### src/rtl/mux_sweep_capture_if.sv
// Bundle of stimulus/capture signals between the sweep engine and its user.
// The master side issues start and returns the mux output y_in; the slave
// side (the sweep engine) drives the mux inputs and reports status/results.
// Optional checker signals exist only when MUX_SWEEP_CHECK_EN is defined.
interface mux_sweep_capture_if;
  logic        start;
  logic        y_in;
  logic        a;
  logic        b;
  logic        c;
  logic        d;
  logic [3:0]  vec_idx;
  logic        busy;
  logic        done;
  logic [15:0] truth_table;
`ifdef MUX_SWEEP_CHECK_EN
  logic        mismatch;
  logic [15:0] err_mask;

  modport master (
    output start, y_in,
    input  a, b, c, d, vec_idx, busy, done, truth_table, mismatch, err_mask
  );

  modport slave (
    input  start, y_in,
    output a, b, c, d, vec_idx, busy, done, truth_table, mismatch, err_mask
  );
`else
  modport master (
    output start, y_in,
    input  a, b, c, d, vec_idx, busy, done, truth_table
  );

  modport slave (
    input  start, y_in,
    output a, b, c, d, vec_idx, busy, done, truth_table
  );
`endif
endinterface

### src/rtl/mux_sweep_capture.sv
// Self-sequencing stimulus/capture stage for a 4-input combinational mux.
// On start it walks {a,b,c,d} through 0..15, holds each vector for
// SETTLE_CYCLES cycles, samples y_in and packs the result into truth_table.
// Optional compile-time feature: MUX_SWEEP_CHECK_EN adds err_mask/mismatch,
// comparing the finished table against EXP_TABLE.
module mux_sweep_capture #(
  parameter int unsigned SETTLE_CYCLES = 1,
  parameter logic [15:0] EXP_TABLE     = 16'hFF00
) (
  input logic                clk,
  input logic                rst,
  mux_sweep_capture_if.slave sw
);

  // A settle time of 0 is treated as 1 so SETTLE always lasts at least a cycle.
  localparam int unsigned SETTLE_EFF = (SETTLE_CYCLES == 0) ? 1 : SETTLE_CYCLES;
  localparam logic [7:0]  CNT_LAST   = 8'(SETTLE_EFF - 1);

  typedef enum logic [1:0] {
    IDLE,
    SETTLE,
    SAMPLE,
    DONE
  } state_t;

  state_t      state_reg, state_next;
  logic [3:0]  vec_reg, vec_next;
  logic [7:0]  cnt_reg, cnt_next;
  logic [15:0] tt_reg, tt_next;
  logic        busy_reg, busy_next;
  logic        done_reg, done_next;
  logic [15:0] tt_sampled;

`ifdef MUX_SWEEP_CHECK_EN
  logic [15:0] err_reg, err_next;
  logic        mis_reg, mis_next;
`else
  logic unused_exp_table;
  assign unused_exp_table = ^EXP_TABLE;
`endif

  // Table as it will look after the current vector's bit is captured.
  generate
    for (genvar gi = 0; gi < 16; gi++) begin : g_sample
      assign tt_sampled[gi] = (vec_reg == 4'(gi)) ? sw.y_in : tt_reg[gi];
    end
  endgenerate

  // State and datapath registers; rst abandons any sweep in progress.
  always_ff @(posedge clk) begin
    if (rst) begin
      state_reg <= IDLE;
      vec_reg   <= 4'd0;
      cnt_reg   <= 8'd0;
      tt_reg    <= 16'h0000;
      busy_reg  <= 1'b0;
      done_reg  <= 1'b0;
`ifdef MUX_SWEEP_CHECK_EN
      err_reg   <= 16'h0000;
      mis_reg   <= 1'b0;
`endif
    end else begin
      state_reg <= state_next;
      vec_reg   <= vec_next;
      cnt_reg   <= cnt_next;
      tt_reg    <= tt_next;
      busy_reg  <= busy_next;
      done_reg  <= done_next;
`ifdef MUX_SWEEP_CHECK_EN
      err_reg   <= err_next;
      mis_reg   <= mis_next;
`endif
    end
  end

  // Next-state and datapath updates; everything holds unless a state acts.
  always_comb begin
    state_next = state_reg;
    vec_next   = vec_reg;
    cnt_next   = cnt_reg;
    tt_next    = tt_reg;
    busy_next  = busy_reg;
    done_next  = done_reg;
`ifdef MUX_SWEEP_CHECK_EN
    err_next   = err_reg;
    mis_next   = mis_reg;
`endif
    case (state_reg)
      IDLE, DONE: begin
        // start is only honoured here, so it is ignored while busy.
        if (sw.start) begin
          vec_next   = 4'd0;
          cnt_next   = 8'd0;
          tt_next    = 16'h0000;
          busy_next  = 1'b1;
          done_next  = 1'b0;
          state_next = SETTLE;
`ifdef MUX_SWEEP_CHECK_EN
          err_next   = 16'h0000;
          mis_next   = 1'b0;
`endif
        end
      end
      SETTLE: begin
        cnt_next = cnt_reg + 8'd1;
        if (cnt_reg == CNT_LAST) begin
          state_next = SAMPLE;
        end
      end
      SAMPLE: begin
        tt_next = tt_sampled;
        if (vec_reg == 4'hF) begin
          // Last vector: stop here, the index never wraps.
          busy_next  = 1'b0;
          done_next  = 1'b1;
          state_next = DONE;
`ifdef MUX_SWEEP_CHECK_EN
          err_next   = tt_sampled ^ EXP_TABLE;
          mis_next   = |(tt_sampled ^ EXP_TABLE);
`endif
        end else begin
          vec_next   = vec_reg + 4'd1;
          cnt_next   = 8'd0;
          state_next = SETTLE;
        end
      end
      default: begin
        state_next = IDLE;
      end
    endcase
  end

  assign sw.a           = vec_reg[3];
  assign sw.b           = vec_reg[2];
  assign sw.c           = vec_reg[1];
  assign sw.d           = vec_reg[0];
  assign sw.vec_idx     = vec_reg;
  assign sw.busy        = busy_reg;
  assign sw.done        = done_reg;
  assign sw.truth_table = tt_reg;
`ifdef MUX_SWEEP_CHECK_EN
  assign sw.err_mask    = err_reg;
  assign sw.mismatch    = mis_reg;
`endif

endmodule

### src/flat_wrapper.sv
// flat-port wrapper written by rule: the top's interface ports become plain ports
module mux_sweep_capture_flat 
#(
  parameter int unsigned SETTLE_CYCLES = 1,
  parameter logic [15:0] EXP_TABLE     = 16'hFF00
)
  (clk, rst, sw_start, sw_y_in, sw_a, sw_b, sw_c, sw_d, sw_vec_idx, sw_busy, sw_done, sw_truth_table);
  mux_sweep_capture_if sw_i ();
  input logic clk;
  input logic rst;
  input wire logic [$bits(sw_i.start)-1:0] sw_start;
  input wire logic [$bits(sw_i.y_in)-1:0] sw_y_in;
  output wire logic [$bits(sw_i.a)-1:0] sw_a;
  output wire logic [$bits(sw_i.b)-1:0] sw_b;
  output wire logic [$bits(sw_i.c)-1:0] sw_c;
  output wire logic [$bits(sw_i.d)-1:0] sw_d;
  output wire logic [$bits(sw_i.vec_idx)-1:0] sw_vec_idx;
  output wire logic [$bits(sw_i.busy)-1:0] sw_busy;
  output wire logic [$bits(sw_i.done)-1:0] sw_done;
  output wire logic [$bits(sw_i.truth_table)-1:0] sw_truth_table;
  assign sw_i.start = sw_start;
  assign sw_i.y_in = sw_y_in;
  assign sw_a = sw_i.a;
  assign sw_b = sw_i.b;
  assign sw_c = sw_i.c;
  assign sw_d = sw_i.d;
  assign sw_vec_idx = sw_i.vec_idx;
  assign sw_busy = sw_i.busy;
  assign sw_done = sw_i.done;
  assign sw_truth_table = sw_i.truth_table;
  mux_sweep_capture #(.SETTLE_CYCLES(SETTLE_CYCLES), .EXP_TABLE(EXP_TABLE)) u_core (.clk(clk), .rst(rst), .sw(sw_i));
endmodule
### config.mk
export PLATFORM = sky130hd
export DESIGN_NAME = mux_sweep_capture_flat
export DESIGN_NICKNAME = d
export VERILOG_FILES = /design/src/rtl/mux_sweep_capture_if.sv /design/src/rtl/mux_sweep_capture.sv /design/src/flat_wrapper.sv
export SDC_FILE = /design/constraint.sdc
export NUM_CORES = 1
export LEC_CHECK = 0
export ABC_AREA = 1
export CELL_PAD_IN_SITES_DETAIL_PLACEMENT = 0
export CELL_PAD_IN_SITES_GLOBAL_PLACEMENT = 1
export CORE_AREA = 2 2 68 70
export CTS_CLUSTER_SIZE = 12
export DETAILED_ROUTE_END_ITERATION = 8
export DIE_AREA = 0 0 70 72
export PLACE_DENSITY_LB_ADDON = 0.1
export SYNTH_ARGS = -nofsm -noshare
export SYNTH_HDL_FRONTEND = slang
export SYNTH_SLANG_ARGS = --single-unit
export TNS_END_PERCENT = 100
### constraint.sdc
create_clock -name clk -period 4.2 [get_ports clk]
set_input_delay 0.42 -clock clk [delete_from_list [all_inputs] [get_ports clk]]
set_output_delay 0.42 -clock clk [all_outputs]
set_load 0.02 [all_outputs]
==> results list <==
- Remaining number of nets flagged by the antenna check after routing: 0
- The register with the most flip-flops in the layout has 16 of them.
- Across the VDD grid, the largest voltage drop is 0.000322 V.
- In this design, the largest share of critical-path delay is due to simple AND/OR/NAND/NOR gates.
- Buffers added on ports: 29
- Resized Gates After CTS: 0
- The run finished with clean final reports.
- Fillers: 437
- The H-tree was split into 2 levels.
- Critical register-to-register path startpoint: u_core.state_reg[0]
- The post-route netlist has 6.39% of its cells at a drive strength greater than 1.
* CP Data Arrival Time: 2.30 ns
- Clock skew on the completed layout was measured at 0.00479 ns.
- Wire length of the first global-routing pass: 6.38 mm
* Crit. End Element: flip-flop
- The count of pins over their slew limit came to 0.
* Largest fanout on the critical path: 20
- Timing-limited maximum frequency: 469 MHz
* Cell area after synthesis: 1690 sq um
* Worst-case clock buffer depth: 2
* Core area: 4260 sq um
- The synthesized netlist contains 22 unique library cells.
* Post-CTS Repair Setup Buffers: 0
* Number of setup violations in the final report: 0
* Crit path launch: u_core.state_reg[0]
* Number of hold-repair buffers added at the cts stage: 0
- Top-level port count: 30
- Leakage Power: 0.787 nW
- For this configuration, the core starts out at a cell density of 39.6%.
- Net count reported at finish: 279
- At the worst endpoint, the required time is 4.36 ns.
- Leftover overflow at the end of global routing: 0
- The floorplan has 24 rows.
- Global routing used 15.8% of the available tracks across all layers.
- ANT cells: 0
* Synth Net Count: 254
* HP Class: flip-flop to flip-flop
- Fin crit share: 50.8%
- Cells along the critical path: inv_1 > ha_1 > nand2_2 > nor2_4 > nor2_2 > inv_1 > o21ai_4 > nor2_1
- Worst path buffer plus inverter count: 2
* Gp weighted congestion: 0.889
- DRC Markers: 0
- Longest individual stage delay on the worst path: 0.43 ns
- Leaving out fill and tap cells, the most frequent cell in the layout is nand2_1.
- For this run, the detailed router's first-pass iteration total came to 4.
- Average detailed-routed wire length per instance: 11.6 microns
- Tightest Pin Transition: 0.660 ns
- TritonCTS built the clock tree.
- Yosys printed 0 warnings.
- Across the run, the number of max-cap violations was 0.
* Number of antenna violations at the first check in global routing: 0
- Via count of the routed design: 1503
- Shortest clock period the worst path allows after layout: 2.13 ns
- Synthesized area per cell: 7.01 sq um
* Final instance area: 2050 sq um
- Clock network latency to the later pin of the worst-skew pair: 0.28 ns
* Via-to-Cell Ratio: 4.73
* Most used cell along the critical path: inv_1
- Area growth, synth to finish: 21.2%
* Reg clk slew, reported paths: 0.06 ns
* Power Density: 431 nW/um^2
- CTS Sinks: 32
- Num CTS Buffers: 5
- Clock root cell: clkbuf_8
* Startpoint of the most critical hold path: u_core.cnt_reg[7]
- The hold violation total from the final report was 0.
- Die Area: 5040 sq um
* Horizontal extent of the die: 70 microns
* Via count of the first global-routing pass: 1415
- RSZ-0062 raised after global routing: false
* Area post-placement: 1970 sq um
- HPWL reported at the end of detailed placement: 2.66 mm
- After detailed routing, the total wire length is 3.69 mm.
* Top library cells by usage in the layout, fill and taps aside: nand2_1, dfxtp_1, a21oi_1
- Die Height: 72 microns
- Synthesis inferred 32 register bits.
- Largest net degree at the start of global routing: 21
* Register area: 641 sq um
- Relative slew slack: 56.0%
- After layout, the design draws a total of 0.000882 W.
- Count of routing violations after the opening detailed-route iteration: 85
* Slowest stage cell, crit path: ha_1
- Gate Count Post-Synth: 241
* TNS Setup: 0 ns
- In the final layout, the multi-input gates occupy 857 sq um.
* Sequential share of the synthesized area: 37.9%
* Critical path class: flip-flop to flip-flop
- The worst setup path is launched from a flip-flop.
-- logic make-up (layout without fill, tap and decap cells) --
group / after synthesis / after routing / synth area share, %
buffers and inverters: 42 / 67 / 11.3
AND/OR/NAND/NOR: 101 / 101 / 25.6
AO/OA/AOI/OAI: 55 / 55 / 17.4
XOR/XNOR: 2 / 2 / 1.04
flip-flops: 32 / 32 / 37.9
adder cells (fa/ha/maj): 9 / 9 / 6.67
-- power by group --
part / switching, W / total, W / leakage (nW) / internal (W)
Combinational: 0.000183 / 0.000295 / 0.486 / 0.000112
Sequential: 0.0000271 / 0.000366 / 0.261 / 0.000339
Clock: 0.000109 / 0.000221 / 0.0410 / 0.000113
Total: 0.000319 / 0.000882 / 0.787 / 0.000563
-- tightest hold or removal path, cell delays in order, from the launching register on --
cell     delay [ns]
dfxtp_1        0.31
nand2_1        0.06
a21oi_1        0.05
-- routing by layer --
metal	share of wire, %	track usage (%)
met5	0	0
met4	1.2	5.13
met3	3.9	4.31
met2	43	24.4
met1	52	21.6
-- path summary, 6_finish.rpt --
path / endpoint / slack [ns] / cells after the start
setup / recovery: u_core.cnt_reg[3] / 2.07 / 8
hold / removal: u_core.cnt_reg[7] / 0.46 / 2
setup reg to reg: u_core.cnt_reg[3] / 2.07 / 8
hold reg to reg: u_core.cnt_reg[7] / 0.46 / 2
-- cell usage after synthesis --
cell / n / area [sq um]
buf_6: 2 / 22.5
inv_2: 1 / 3.75
o21ai_4: 1 / 16.3
ha_1: 9 / 113
nor3_1: 2 / 10.0
dfxtp_1: 32 / 641
nor2_1: 17 / 63.8
nor2_2: 2 / 12.5
o21ai_1: 1 / 5.00
buf_2: 3 / 15.0
nand2_2: 4 / 25.0
xor2_1: 2 / 17.5
inv_1: 29 / 109
nor2_4: 1 / 11.3
clkbuf_1: 2 / 7.51
nand2_1: 52 / 195
nand3_1: 23 / 115
a21oi_1: 31 / 155
a21oi_2: 2 / 17.5
buf_4: 4 / 30.0
o21ai_0: 20 / 100
clkinv_1: 1 / 3.75
-- metrics by stage --
| step | worst slack, ns | cells | hold slack [ns] | utilization (%) |
|---|---|---|---|---|
| floorplan | 2.66 | 241 | 0.439 | - |
| global placement | 2.03 | 311 | 0.449 | 46.2 |
| detailed placement | 1.99 | 311 | 0.454 | 46.2 |
| CTS | 2.04 | 318 | 0.465 | 48.0 |
| global route | 1.87 | 318 | 0.474 | 48.0 |
| finish | 2.07 | 318 | 0.461 | 48.0 |
-- cell type report --
cell class,instances,area share [%]
clock buffer,6,3.55
timing repair buffer,29,14.2
inverter,31,5.68
clock inverter,1,0.244
sequential,32,31.3
multi-input combinational,167,41.9
tap,52,3.18
(Power assumes the default switching activity.)
==> edit, RTL diff (config.mk and constraints unchanged) <==
Take the reset off `tt_reg` and load it in a clocked block of its own.
--- a/src/rtl/mux_sweep_capture.sv
+++ b/src/rtl/mux_sweep_capture.sv
@@ -52,7 +52,6 @@
       state_reg <= IDLE;
       vec_reg   <= 4'd0;
       cnt_reg   <= 8'd0;
-      tt_reg    <= 16'h0000;
       busy_reg  <= 1'b0;
       done_reg  <= 1'b0;
 `ifdef MUX_SWEEP_CHECK_EN
@@ -63,7 +62,6 @@
       state_reg <= state_next;
       vec_reg   <= vec_next;
       cnt_reg   <= cnt_next;
-      tt_reg    <= tt_next;
       busy_reg  <= busy_next;
       done_reg  <= done_next;
 `ifdef MUX_SWEEP_CHECK_EN
@@ -71,6 +69,10 @@
       mis_reg   <= mis_next;
 `endif
     end
+  end
+
+  always_ff @(posedge clk) begin
+    tt_reg <= tt_next;
   end
 
   // Next-state and datapath updates; everything holds unless a state acts.
Check against the original RTL: differs if rst is asserted again (counterexample within 4 cycles, from zero or initial values and one cycle with rst high); with rst held inactive, the same outputs for 10 cycles.
==> edit against the original RTL <==
First-iteration DRC count rose by 4.7%; worst setup slack better by 0.086 ns; total power increased by 17%; sequential cell count stayed put; routed wire length down 18%; area after synthesis is 1.3% lower; design area grew 1.4%; clock skew up 0.0013 ns; highest routed layer unchanged.
==> edit: results (changes against the original RTL) <==
- Status: finished clean
- Routed len/inst: 11.10 µm (-4.4%)
- Critical R2R Capture: u_core.sw.truth_table[3]
- WL final: 3041 µm (-18%)
- Top_reg_cell synth: edfxtp_1
- Via count: 1272 (-15%)
- Vias in the first global route: 1204 (-15%)
- Peak VDD IR: 0.1716 mV (-47%)
- Fraction of layout cells with a size suffix above 1: 11.71% (+5.3 points)
- Placed insts: 266 (-14%)
- Critical path arrival: 2.02 ns (-0.28 ns)
- Area contributors post-synth: edfxtp_1 29%, dfxtp_1 19%, nand2_1 9.5%
- Rel. slew slack: 60.69% (+4.7 points)
- Post-layout net count: 234 (-16%)
- Hold endpoint: u_core.sw.busy
- GP Congestion: 0.8001 (-10%)
- Register area share after synthesis: 48.05% (+10 points)
- Post-synth EDFFs: 16 (+16)
- Largest net degree at the start of global routing: 18 (-14%)
- Reg2Reg Setup Slack: 2.15 ns (+0.09 ns)
- Synthesized netlist cell count: 193 (-20%)
- Place WS: 2.147 ns (+0.1534 ns)
- Global-route wire length before repair: 5423 µm (-15%)
- CP Max Fanout: 17 (-15%)
- Synthesized Nets: 206 (-19%)
==> edit: changes by cell type after synthesis, moves of 4 or more <==
cell      delta
o21ai_0     -18
dfxtp_1     -16
edfxtp_1    +16
a21oi_1     -12
nand2_1     -10
nand3_1     -10
inv_1        -8
inv_2        +4
nor2_1       +4
==> edit: layer usage <==
| metal | wire (µm) | GRT usage (%) | vias up |
|---|---|---|---|
| met2 | 1562 | 23.81 | 28 |
| met1 | 1322 | 16.23 | 563 |
| met5 | 0 | 0 | - |
| li1 | - | - | 677 |
| met3 | 127 | 3.750 | 4 |
| met4 | 28 | 3.846 | 0 |
==> edit: critical path, cell delays in order (launching register included) <==
cell and delay, ns:
dfxtp_1 0.34, inv_1 0.07, ha_1 0.52, inv_2 0.09
nand2_1 0.09, nand2_2 0.16, inv_2 0.14, nand2_1 0.10
o31ai_1 0.22
==> edit: cells by family after synthesis <==
family	Yosys count	synth area share, %
xor gates and xnor gates	1	0.5256
buffers and inverters	35	9.384
AOI/OAI and AO/OA	27	9.684
adders and majority gates	9	6.757
DFF	32	48.05
and+or+nand+nor	89	25.60
==> edit: area by class of cell <==
class / instances / area share, %
Sequential cell: 32 / 38.58
Clock inverter: 2 / 1.688
Multi-Input combinational cell: 126 / 34.18
Tap cell: 52 / 3.134
Timing Repair Buffer: 29 / 13.98
Inverter: 27 / 4.943
Clock buffer: 6 / 3.496
==> edit: report_power, final <==
group / internal [mW] / total (mW) / leakage (nW) / switching [mW]
Sequential: 0.394 / 0.415 / 0.293 / 0.0209
Clock: 0.176 / 0.288 / 0.0552 / 0.112
Combinational: 0.135 / 0.332 / 0.485 / 0.196
Total: 0.705 / 1.03 / 0.833 / 0.329
